$ cat config.mk
export PLATFORM = sky130hd
export DESIGN_NAME = inject_ctrl_flat
export DESIGN_NICKNAME = d
export VERILOG_FILES = /design/src/rtl/inject_ctrl_if.sv /design/src/rtl/inject_ctrl.sv /design/src/flat_wrapper.sv
export SDC_FILE = /design/constraint.sdc
export NUM_CORES = 1
export LEC_CHECK = 0
export CAP_MARGIN = 15
export CORE_MARGIN = 3
export CORE_UTILIZATION = 58
export CTS_CLUSTER_SIZE = 16
export DETAILED_ROUTE_END_ITERATION = 8
export HOLD_SLACK_MARGIN = 0.05
export PLACE_DENSITY = 0.84
export SYNTH_ARGS = -nofsm -noshare
export SYNTH_HDL_FRONTEND = slang
export SYNTH_SLANG_ARGS = --single-unit
$ cat constraint.sdc
create_clock -name clk -period 7.1 [get_ports clk]
set_input_delay 0.71 -clock clk [delete_from_list [all_inputs] [get_ports clk]]
set_output_delay 0.71 -clock clk [all_outputs]
set_load 0.1 [all_outputs]
$ cat src/rtl/inject_ctrl_if.sv
// Local-core injection port of a mesh router: header offer, link slot occupancy,
// injection report and controller status.
interface inject_ctrl_if;
  logic       req_valid;
  logic [5:0] req_addr;
  logic       req_ready;
  logic [3:0] slot_busy;
  logic       inj_valid;
  logic [3:0] inj_slot;
  logic [5:0] inj_addr;
  logic [4:0] inj_dir;
  logic       starve;
  logic [2:0] fifo_count;

  // Core/link side: offers headers and reports slot occupancy.
  modport master (
    output req_valid, req_addr, slot_busy,
    input  req_ready, inj_valid, inj_slot, inj_addr, inj_dir, starve, fifo_count
  );

  // Injection controller side.
  modport slave (
    input  req_valid, req_addr, slot_busy,
    output req_ready, inj_valid, inj_slot, inj_addr, inj_dir, starve, fifo_count
  );
endinterface

$ cat src/rtl/inject_ctrl.sv
// Router injection controller: queues local packet headers, injects the head onto
// a free link slot chosen round-robin, computes XY route and flags starvation.
module inject_ctrl #(
  parameter int unsigned DEPTH        = 4,
  parameter int unsigned STARVE_LIMIT = 8,
  parameter logic [2:0]  LOCAL_ROW    = 3'd4,
  parameter logic [2:0]  LOCAL_COL    = 3'd4
) (
  input  logic          clk,
  input  logic          rst_n,
  inject_ctrl_if.slave  bus
);

  localparam int unsigned PTR_W = (DEPTH > 1) ? $clog2(DEPTH) : 1;
  localparam int unsigned CNT_W = $clog2(STARVE_LIMIT + 1);
  localparam logic [2:0]       DEPTH_C  = 3'(DEPTH);
  localparam logic [PTR_W-1:0] PTR_LAST = PTR_W'(DEPTH - 1);
  localparam logic [CNT_W-1:0] LIMIT_C  = CNT_W'(STARVE_LIMIT);

  typedef enum logic [1:0] {IDLE, PEND, STARVE} state_t;

  state_t           state_q, state_d;
  logic [5:0]       mem [DEPTH];
  logic [PTR_W-1:0] wr_ptr_q, rd_ptr_q;
  logic [2:0]       count_q, count_d;
  logic [1:0]       rr_ptr_q;
  logic [CNT_W-1:0] starve_cnt_q, starve_cnt_d;

  logic             req_ready;
  logic             push, pop, all_busy;
  logic [5:0]       head_addr;
  logic [7:0]       free2;
  logic [3:0]       free_rot;
  logic [1:0]       offset, sel_idx;
  logic [3:0]       sel_onehot;

  logic             inj_valid_q;
  logic [3:0]       inj_slot_q;
  logic [5:0]       inj_addr_q;
  logic [4:0]       inj_dir_q;

  function automatic logic [4:0] route(input logic [5:0] addr);
    logic [2:0] row, col;
    row = addr[5:3];
    col = addr[2:0];
    if (col > LOCAL_COL)      return 5'b00001;
    else if (col < LOCAL_COL) return 5'b00010;
    else if (row > LOCAL_ROW) return 5'b00100;
    else if (row < LOCAL_ROW) return 5'b01000;
    else                      return 5'b10000;
  endfunction

  function automatic logic [PTR_W-1:0] ptr_inc(input logic [PTR_W-1:0] p);
    return (p == PTR_LAST) ? '0 : p + 1'b1;
  endfunction

  assign all_busy  = (bus.slot_busy == 4'b1111);
  assign req_ready = (count_q < DEPTH_C) && (state_q != STARVE);
  assign push      = bus.req_valid && req_ready;
  assign pop       = (count_q != 3'd0) && !all_busy;
  assign head_addr = mem[rd_ptr_q];

  // Rotate the free mask so bit 0 is the slot at rr_ptr; lowest set bit wins.
  assign free2    = {~bus.slot_busy, ~bus.slot_busy};
  assign free_rot = free2[rr_ptr_q +: 4];

  // NOTE: every always_comb output gets a default before any branch, so no latch is inferred.
  always_comb begin
    offset = 2'd0;
    for (int k = 3; k >= 0; k--) begin
      if (free_rot[k]) offset = 2'(k);
    end
  end

  assign sel_idx    = rr_ptr_q + offset;
  assign sel_onehot = 4'b0001 << sel_idx;

  always_comb begin
    count_d = count_q;
    case ({push, pop})
      2'b10:   count_d = count_q + 3'd1;
      2'b01:   count_d = count_q - 3'd1;
      default: count_d = count_q;
    endcase
  end

  // Blocked cycles only accrue while something waits and no slot is free.
  always_comb begin
    starve_cnt_d = starve_cnt_q;
    if (count_q == 3'd0 || pop)
      starve_cnt_d = '0;
    else if (all_busy && starve_cnt_q != LIMIT_C)
      starve_cnt_d = starve_cnt_q + 1'b1;
  end

  always_comb begin
    state_d = state_q;
    case (state_q)
      IDLE:    if (push) state_d = PEND;
      PEND:    if (pop && count_d == 3'd0)      state_d = IDLE;
               else if (starve_cnt_d == LIMIT_C) state_d = STARVE;
      STARVE:  if (pop) state_d = (count_d == 3'd0) ? IDLE : PEND;
      default: state_d = IDLE;
    endcase
  end

  // NOTE: the packet storage has no reset; emptiness is tracked by count and pointers alone.
  always_ff @(posedge clk) begin
    if (push) mem[wr_ptr_q] <= bus.req_addr;
  end

  // NOTE: sequential state uses non-blocking assignments so all registers update together.
  always_ff @(posedge clk or negedge rst_n) begin
    if (!rst_n) begin
      state_q      <= IDLE;
      wr_ptr_q     <= '0;
      rd_ptr_q     <= '0;
      count_q      <= 3'd0;
      rr_ptr_q     <= 2'd0;
      starve_cnt_q <= '0;
      inj_valid_q  <= 1'b0;
      inj_slot_q   <= 4'd0;
      inj_addr_q   <= 6'd0;
      inj_dir_q    <= 5'd0;
    end else begin
      state_q      <= state_d;
      count_q      <= count_d;
      starve_cnt_q <= starve_cnt_d;
      inj_valid_q  <= pop;
      inj_slot_q   <= pop ? sel_onehot : 4'd0;
      inj_dir_q    <= pop ? route(head_addr) : 5'd0;
      if (push) wr_ptr_q <= ptr_inc(wr_ptr_q);
      if (pop) begin
        rd_ptr_q   <= ptr_inc(rd_ptr_q);
        rr_ptr_q   <= sel_idx + 2'd1;
        inj_addr_q <= head_addr;
      end
    end
  end

  assign bus.req_ready  = req_ready;
  assign bus.inj_valid  = inj_valid_q;
  assign bus.inj_slot   = inj_slot_q;
  assign bus.inj_addr   = inj_addr_q;
  assign bus.inj_dir    = inj_dir_q;
  assign bus.starve     = (state_q == STARVE);
  assign bus.fifo_count = count_q;

endmodule

$ cat src/flat_wrapper.sv
// flat-port wrapper written by rule: the top's interface ports become plain ports
module inject_ctrl_flat 
#(
  parameter int unsigned DEPTH        = 4,
  parameter int unsigned STARVE_LIMIT = 8,
  parameter logic [2:0]  LOCAL_ROW    = 3'd4,
  parameter logic [2:0]  LOCAL_COL    = 3'd4
)
  (clk, rst_n, bus_req_valid, bus_req_addr, bus_slot_busy, bus_req_ready, bus_inj_valid, bus_inj_slot, bus_inj_addr, bus_inj_dir, bus_starve, bus_fifo_count);
  inject_ctrl_if bus_i ();
  input  logic clk;
  input  logic rst_n;
  input wire logic [$bits(bus_i.req_valid)-1:0] bus_req_valid;
  input wire logic [$bits(bus_i.req_addr)-1:0] bus_req_addr;
  input wire logic [$bits(bus_i.slot_busy)-1:0] bus_slot_busy;
  output wire logic [$bits(bus_i.req_ready)-1:0] bus_req_ready;
  output wire logic [$bits(bus_i.inj_valid)-1:0] bus_inj_valid;
  output wire logic [$bits(bus_i.inj_slot)-1:0] bus_inj_slot;
  output wire logic [$bits(bus_i.inj_addr)-1:0] bus_inj_addr;
  output wire logic [$bits(bus_i.inj_dir)-1:0] bus_inj_dir;
  output wire logic [$bits(bus_i.starve)-1:0] bus_starve;
  output wire logic [$bits(bus_i.fifo_count)-1:0] bus_fifo_count;
  assign bus_i.req_valid = bus_req_valid;
  assign bus_i.req_addr = bus_req_addr;
  assign bus_i.slot_busy = bus_slot_busy;
  assign bus_req_ready = bus_i.req_ready;
  assign bus_inj_valid = bus_i.inj_valid;
  assign bus_inj_slot = bus_i.inj_slot;
  assign bus_inj_addr = bus_i.inj_addr;
  assign bus_inj_dir = bus_i.inj_dir;
  assign bus_starve = bus_i.starve;
  assign bus_fifo_count = bus_i.fifo_count;
  inject_ctrl #(.DEPTH(DEPTH), .STARVE_LIMIT(STARVE_LIMIT), .LOCAL_ROW(LOCAL_ROW), .LOCAL_COL(LOCAL_COL)) u_core (.clk(clk), .rst_n(rst_n), .bus(bus_i));
endmodule
# After elaboration in Yosys (flattened, before gate mapping)
# Memory sizes are Yosys's and may differ from the RTL's.
# Index checks and enable logic that the tools add are counted.
[totals]
register_bits = 31
ram_bits = 24
inputBits = 13
out_inout_bits = 21
memories = 1
[op_classes]
n_addsub = 7
magnitude_cmp = 5
eq_ne = 13
shifts = 2
muxes = 23
n_bitwise = 1
reduce_logical = 12
[mem_list]
columns = ["name", "depth", "width", "rd", "rd_clocked_by_memory_dff", "wr", "line", "rtl"]
rows = [
  ["u_core.mem", 4, 6, 1, 0, 1, "inject_ctrl.sv:23", "logic [5:0] mem [DEPTH];"],
]
[ops]
columns = ["op", "n"]
rows = [
  ["$mux W5", 5],
  ["$mux W2", 10],
  ["$mux W4", 3],
  ["$lt A3 B3 Y1 const B", 3],
  ["$eq A2 B2 Y1 const B", 4],
  ["$eq A4 B4 Y1 const B", 2],
  ["$shiftx A8 B3 Y4", 1],
  ["$add A2 B1 Y2 const B", 3],
  ["$gt A3 B3 Y1 const B", 2],
  ["$logic_not A3 Y1", 2],
  ["$pmux W2 S3", 1],
  ["$pmux W3 S2", 1],
  ["$logic_and A1 B1 Y1", 5],
  ["$add A4 B1 Y4 const B", 1],
  ["$eq A2 B1 Y1 const B", 2],
  ["$ne A2 B1 Y1 const B", 2],
  ["$ne A4 B4 Y1 const B", 1],
  ["$not A4 Y4", 1],
  ["$shl A1 B2 Y4 const A", 1],
  ["$add A3 B1 Y3 const B", 1],
  ["$mux W1", 3],
  ["$ne A3 B1 Y1 const B", 1],
  ["$reduce_and A3 Y1", 1],
  ["$reduce_bool A3 Y1", 1],
  ["other kinds (6)", 6],
]

# Depth between registers and ports, before layout
[depth]
ltp_word = 9
depth_mapped = 10
mapped_depth_nobuf = 9

# Worst setup path before layout
# OpenSTA, ideal clock, no wires.
[synth_path]
kind = "reg-to-reg"
start = "register u_core.state_q[0]"
end = "register u_core.state_q[0]"
setup_time_ps = 132
arrival_time_ps = 3417
t_required_ps = 6968
setup_slack_ps = 3551
stages_incl_launch_ff = 10
n_path_buf = 0
period_less_slack_ps = 3549
path_cell_list = "dfrtp_1 nor2b_1 nor3b_1 inv_1 ha_1 fa_1 nor2_1 nand3_1 a31oi_1 o22ai_1"
[synth_lines]
columns = ["element", "line", "rtl"]
rows = [
  ["start: declaration", "inject_ctrl.sv:22", "state_t state_q, state_d;"],
  ["start signal: assignment", "inject_ctrl.sv:126", "state_q <= state_d;"],
  ["$eq A2 B2 Y1 (*)", "--", ""],
  ["via bus_starve", "flat_wrapper.sv:21", "output wire logic [$bits(bus_i.starve)-1:0] bus_starve;"],
  ["$ne A2 B1 Y1 (no source line)", "--", ""],
  ["$reduce_and A3 Y1 (no source line)", "--", ""],
]
# Mark *: on every way through the listed nets, which the timed path passes. The rest lies on a longest branch. The select of a mux whose other input is x is not followed.
# A chain may end at the register's enable or synchronous reset.

# Worst setup path in the final report
[layout_path]
start = "input port bus_slot_busy[0]"
end = "register u_core.state_q[1]"
[layout_between]
elab_chain_cells = 9
[layout_lines]
columns = ["element", "line", "rtl"]
rows = [
  ["start: declaration", "flat_wrapper.sv:15", "input wire logic [$bits(bus_i.slot_busy)-1:0] bus_slot_busy;"],
  ["$eq A4 B4 Y1 (*)", "inject_ctrl.sv:57", "assign all_busy = (bus.slot_busy == 4'b1111);"],
  ["$logic_not A1 Y1 (*)", "inject_ctrl.sv:60", "assign pop = (count_q != 3'd0) && !all_busy;"],
  ["$logic_and A1 B1 Y1 (*)", "inject_ctrl.sv:60", ""],
  ["via u_core.pop", "inject_ctrl.sv:30", "logic push, pop, all_busy;"],
  ["$eq A2 B1 Y1 or $eq A2 B2 Y1 (tied branches)", "inject_ctrl.sv:80", "case ({push, pop})"],
  ["$pmux W3 S2", "inject_ctrl.sv:80", ""],
  ["$logic_not A3 Y1", "inject_ctrl.sv:100", "PEND: if (pop && count_d == 3'd0) state_d = IDLE;"],
  ["$logic_and A1 B1 Y1", "inject_ctrl.sv:100", ""],
  ["$ne A3 B1 Y1 (no source line) or $mux W2 (tied branches)", "--", ""],
  ["$reduce_and A3 Y1 (no source line) or $pmux W2 S3 (tied branches)", "--", ""],
]
# Mark *: on every way through the listed nets, which the timed path passes. The rest lies on a longest branch.

==> results.py <==
metrics = {
    "run_status": {
        "outcome": "completed",
    },
    "setup_path": {
        "reg2reg_slack_ns": 4.05,
        "critPathMaxFanout": 16,
        "reg2regPathDepth": 9,
        "endpoint_kind": "flop",
        "worstPathRequired_ns": 7.34,
        "start_kind": "primary input",
        "r2r-start": "u_core.bus.fifo_count[2]",
        "r2r_end": "u_core.state_q[1]",
        "crit_type": "in -> reg",
        "crit_arrival_ns": 3.65,
    },
    "floorplan": {
        "core_sq_mm": 0.004086,
        "start_util": 0.6160,
        "num_rows": 23,
        "die_y_microns": 71.88,
        "dieArea_sq_mm": 0.005167,
        "die_width_microns": 71.88,
        "ios": 34,
    },
    "synthesis": {
        "ys_ff_latch": 55,
        "synth.yosys.seq_area_share": 0.5944,
        "synth-xor-area-share": 0.03330,
        "synth_edf_count": 24,
        "synth-simple-area-share": 0.1605,
        "ys_warn_count": 0,
        "synth_compound_area_frac": 0.05169,
        "synth.most_common_cell": "dfrtp_1",
        "ys_types": 43,
        "synth_mux_area_frac": 0.06610,
        "syn-num-nets": 223,
        "syn-cell-area_sq_mm": 0.002517,
        "ys.flop_type": "dfrtp_1",
        "syn_avg_cell_area_sq_um": 12.84,
        "yosysTopAreaCell": "dfrtp_1",
        "synthAdderAreaFrac": 0.07256,
        "syn_inst": 196,
        "synthArstFlopShare": 0.5636,
        "synth_top_area_share": 0.3082,
        "synth_common_cells": "dfrtp_1 (31), nand2_1 (27), edfxtp_1 (24), nor2_1 (16), ha_1 (13)",
        "synth_area_leaders": "dfrtp_1 (31%), edfxtp_1 (29%), ha_1 (6.5%)",
        "synth_top_family_by_area": "simple AND/OR/NAND/NOR gates",
    },
    "global_routing": {
        "grt_overflow": 0,
        "busiest_layer": "met2",
        "use_met3": 0.04628,
        "use_met1": 0.2452,
        "use_met2": 0.3173,
        "grt_pass1_vias": 1553,
        "grt_usage": 0.1902,
        "grt_pass1_wl_mm": 7.465,
        "grt_max_degree": 32,
        "antenna_found_initial": 0,
    },
    "worst_hold_path": {
        "holdPathStages": 2,
        "min_from": "u_core.bus.inj_addr[1]",
        "hold_path.class": "reg -> reg",
        "min_to": "u_core.bus.inj_addr[1]",
    },
    "sta": {
        "finalHoldViolations": 0,
        "relSlewSlack": 0.3372,
        "tightest_slew_ns": 0.9911,
        "setup_tns_ns": 0,
        "rsz0062_at_grt": "no",
        "slew_violations": 0,
        "clock_skew_ns": 0.006940,
        "setup_viol": 0,
        "finalCriticalPeriod_ns": 3.407,
        "max_freq_mhz": 293.5,
        "finalCritPeriodShare": 0.4798,
    },
    "clock_network": {
        "hold_buffers": 0,
        "postCtsSetupBuffers": 0,
        "cts_root_buffer": "clkbuf_8",
        "cts_resized": 0,
        "clkTransAtPathRegs_ns": 0.10,
        "numCtsBuffers": 5,
        "cts_tree": "built",
        "cts_sinks": 55,
        "clk_latency_ns": 0.31,
        "cts_buffer_depth": 2,
        "htreeDepth": 2,
    },
    "route": {
        "routed_wl_mm": 4.286,
        "drcViolationCount": 0,
        "ant_nets": 0,
        "via_per_inst": 5.534,
        "drtPass1Iterations": 4,
        "num_vias": 1566,
        "drtIter0Drc": 62,
        "routedWlPerCell_microns": 15.14,
    },
    "layout": {
        "nets": 259,
        "syn2layout_area_growth_pct": 18.79,
        "final_layout_size_suffix_gt1_frac": 0.09442,
        "antenna_cells": 0,
    },
    "placement": {
        "hpwl_mm": 3.211,
        "gp_congestion": 0.7457,
        "port_buffers": 33,
    },
    "run": {
        "drv_cap": 0,
    },
}
-- layout by cell type (no fill, tap or decap), drive strengths merged, types with 2 or more instances in the layout --
master / n
inv: 10
clkdlybuf4s50: 33
nand3b: 2
and3: 6
and2: 4
o21ai: 5
mux2i: 2
mux4: 6
nor2: 16
nor2b: 3
nand2: 27
nand3: 4
clkbuf: 5
o22ai: 2
nand4: 2
dfrtp: 31
edfxtp: 24
nor3: 4
nor3b: 2
a21oi: 4
nand2b: 3
xnor2: 4
ha: 13
a21o: 2
nor4: 2
xor2: 3
-- cell families after synthesis --
group | after synthesis
flops | 55
simple gates | 77
compound gates | 20
buf+inv | 13
xor+xnor | 8
mux | 9
fa+ha+maj | 14
-- area by class of cell --
type,count,area (sq um)
inverter,8,30.03
tap,50,62.56
clock inverter,3,27.53
multi-input combinational,128,967.2
timing repair buffer,34,337.8
sequential,55,1496
fill,286,1096
clock buffer,5,68.82
-- how the worst max path moves through the flow --
stage | from | endpoint | slack [ns] | depth (start not counted)
3_3_place_gp | bus_slot_busy[0] | u_core.state_q[0] | 3.48 | 10
6_report | bus_slot_busy[0] | u_core.state_q[1] | 3.69 | 10
2_1_floorplan | u_core.state_q[0] | u_core.state_q[0] | 3.55 | 9
4_1_cts | bus_slot_busy[0] | u_core.state_q[1] | 3.68 | 10
5_1_grt | bus_slot_busy[0] | u_core.state_q[1] | 3.43 | 10
3_5_place_dp | bus_slot_busy[0] | u_core.state_q[1] | 3.37 | 10
-- registers in the layout (all words and copies together) (netlist names) --
register               count
u_core.bus.fifo_count      3
u_core.bus.inj_addr        6
u_core.bus.inj_dir         5
u_core.bus.inj_slot        4
u_core.bus.inj_valid       1
u_core.mem                24
u_core.rd_ptr_q            2
u_core.rr_ptr_q            2
u_core.starve_cnt_q        4
u_core.state_q             2
u_core.wr_ptr_q            2
-- stage by stage --
step	setup slack, ns	hold WS (ns)	cells	util	instance area (sq um)
2_1_floorplan	3.551	0.4144	196	-	2517
3_3_place_gp	3.480	0.4776	275	0.7082	2894
3_5_place_dp	3.371	0.4663	275	0.7082	2894
4_1_cts	3.677	0.5035	283	0.7318	2990
5_1_grt	3.430	0.5265	283	0.7318	2990
6_report	3.693	0.5018	283	0.7318	2990
-- metal layers --
layer | wire length [microns] | share of wire
met1 | 1831 | 0.43
met2 | 2221 | 0.52
met3 | 169 | 0.039
met4 | 63 | 0.015
met5 | 0 | 0
-- worst max-delay path: stages --
cell and delay, ns:
clkdlybuf4s50_1 0.68, nand4_4 0.18, nand2_1 0.42, inv_2 0.18, ha_1 0.29, fa_1 0.43, xnor3_1 0.40, nand4_1 0.11
nand3b_1 0.10, o21ai_1 0.15
Power is not shown: default switching activity piles up to over one toggle a cycle in this logic, so the estimate is an artifact.
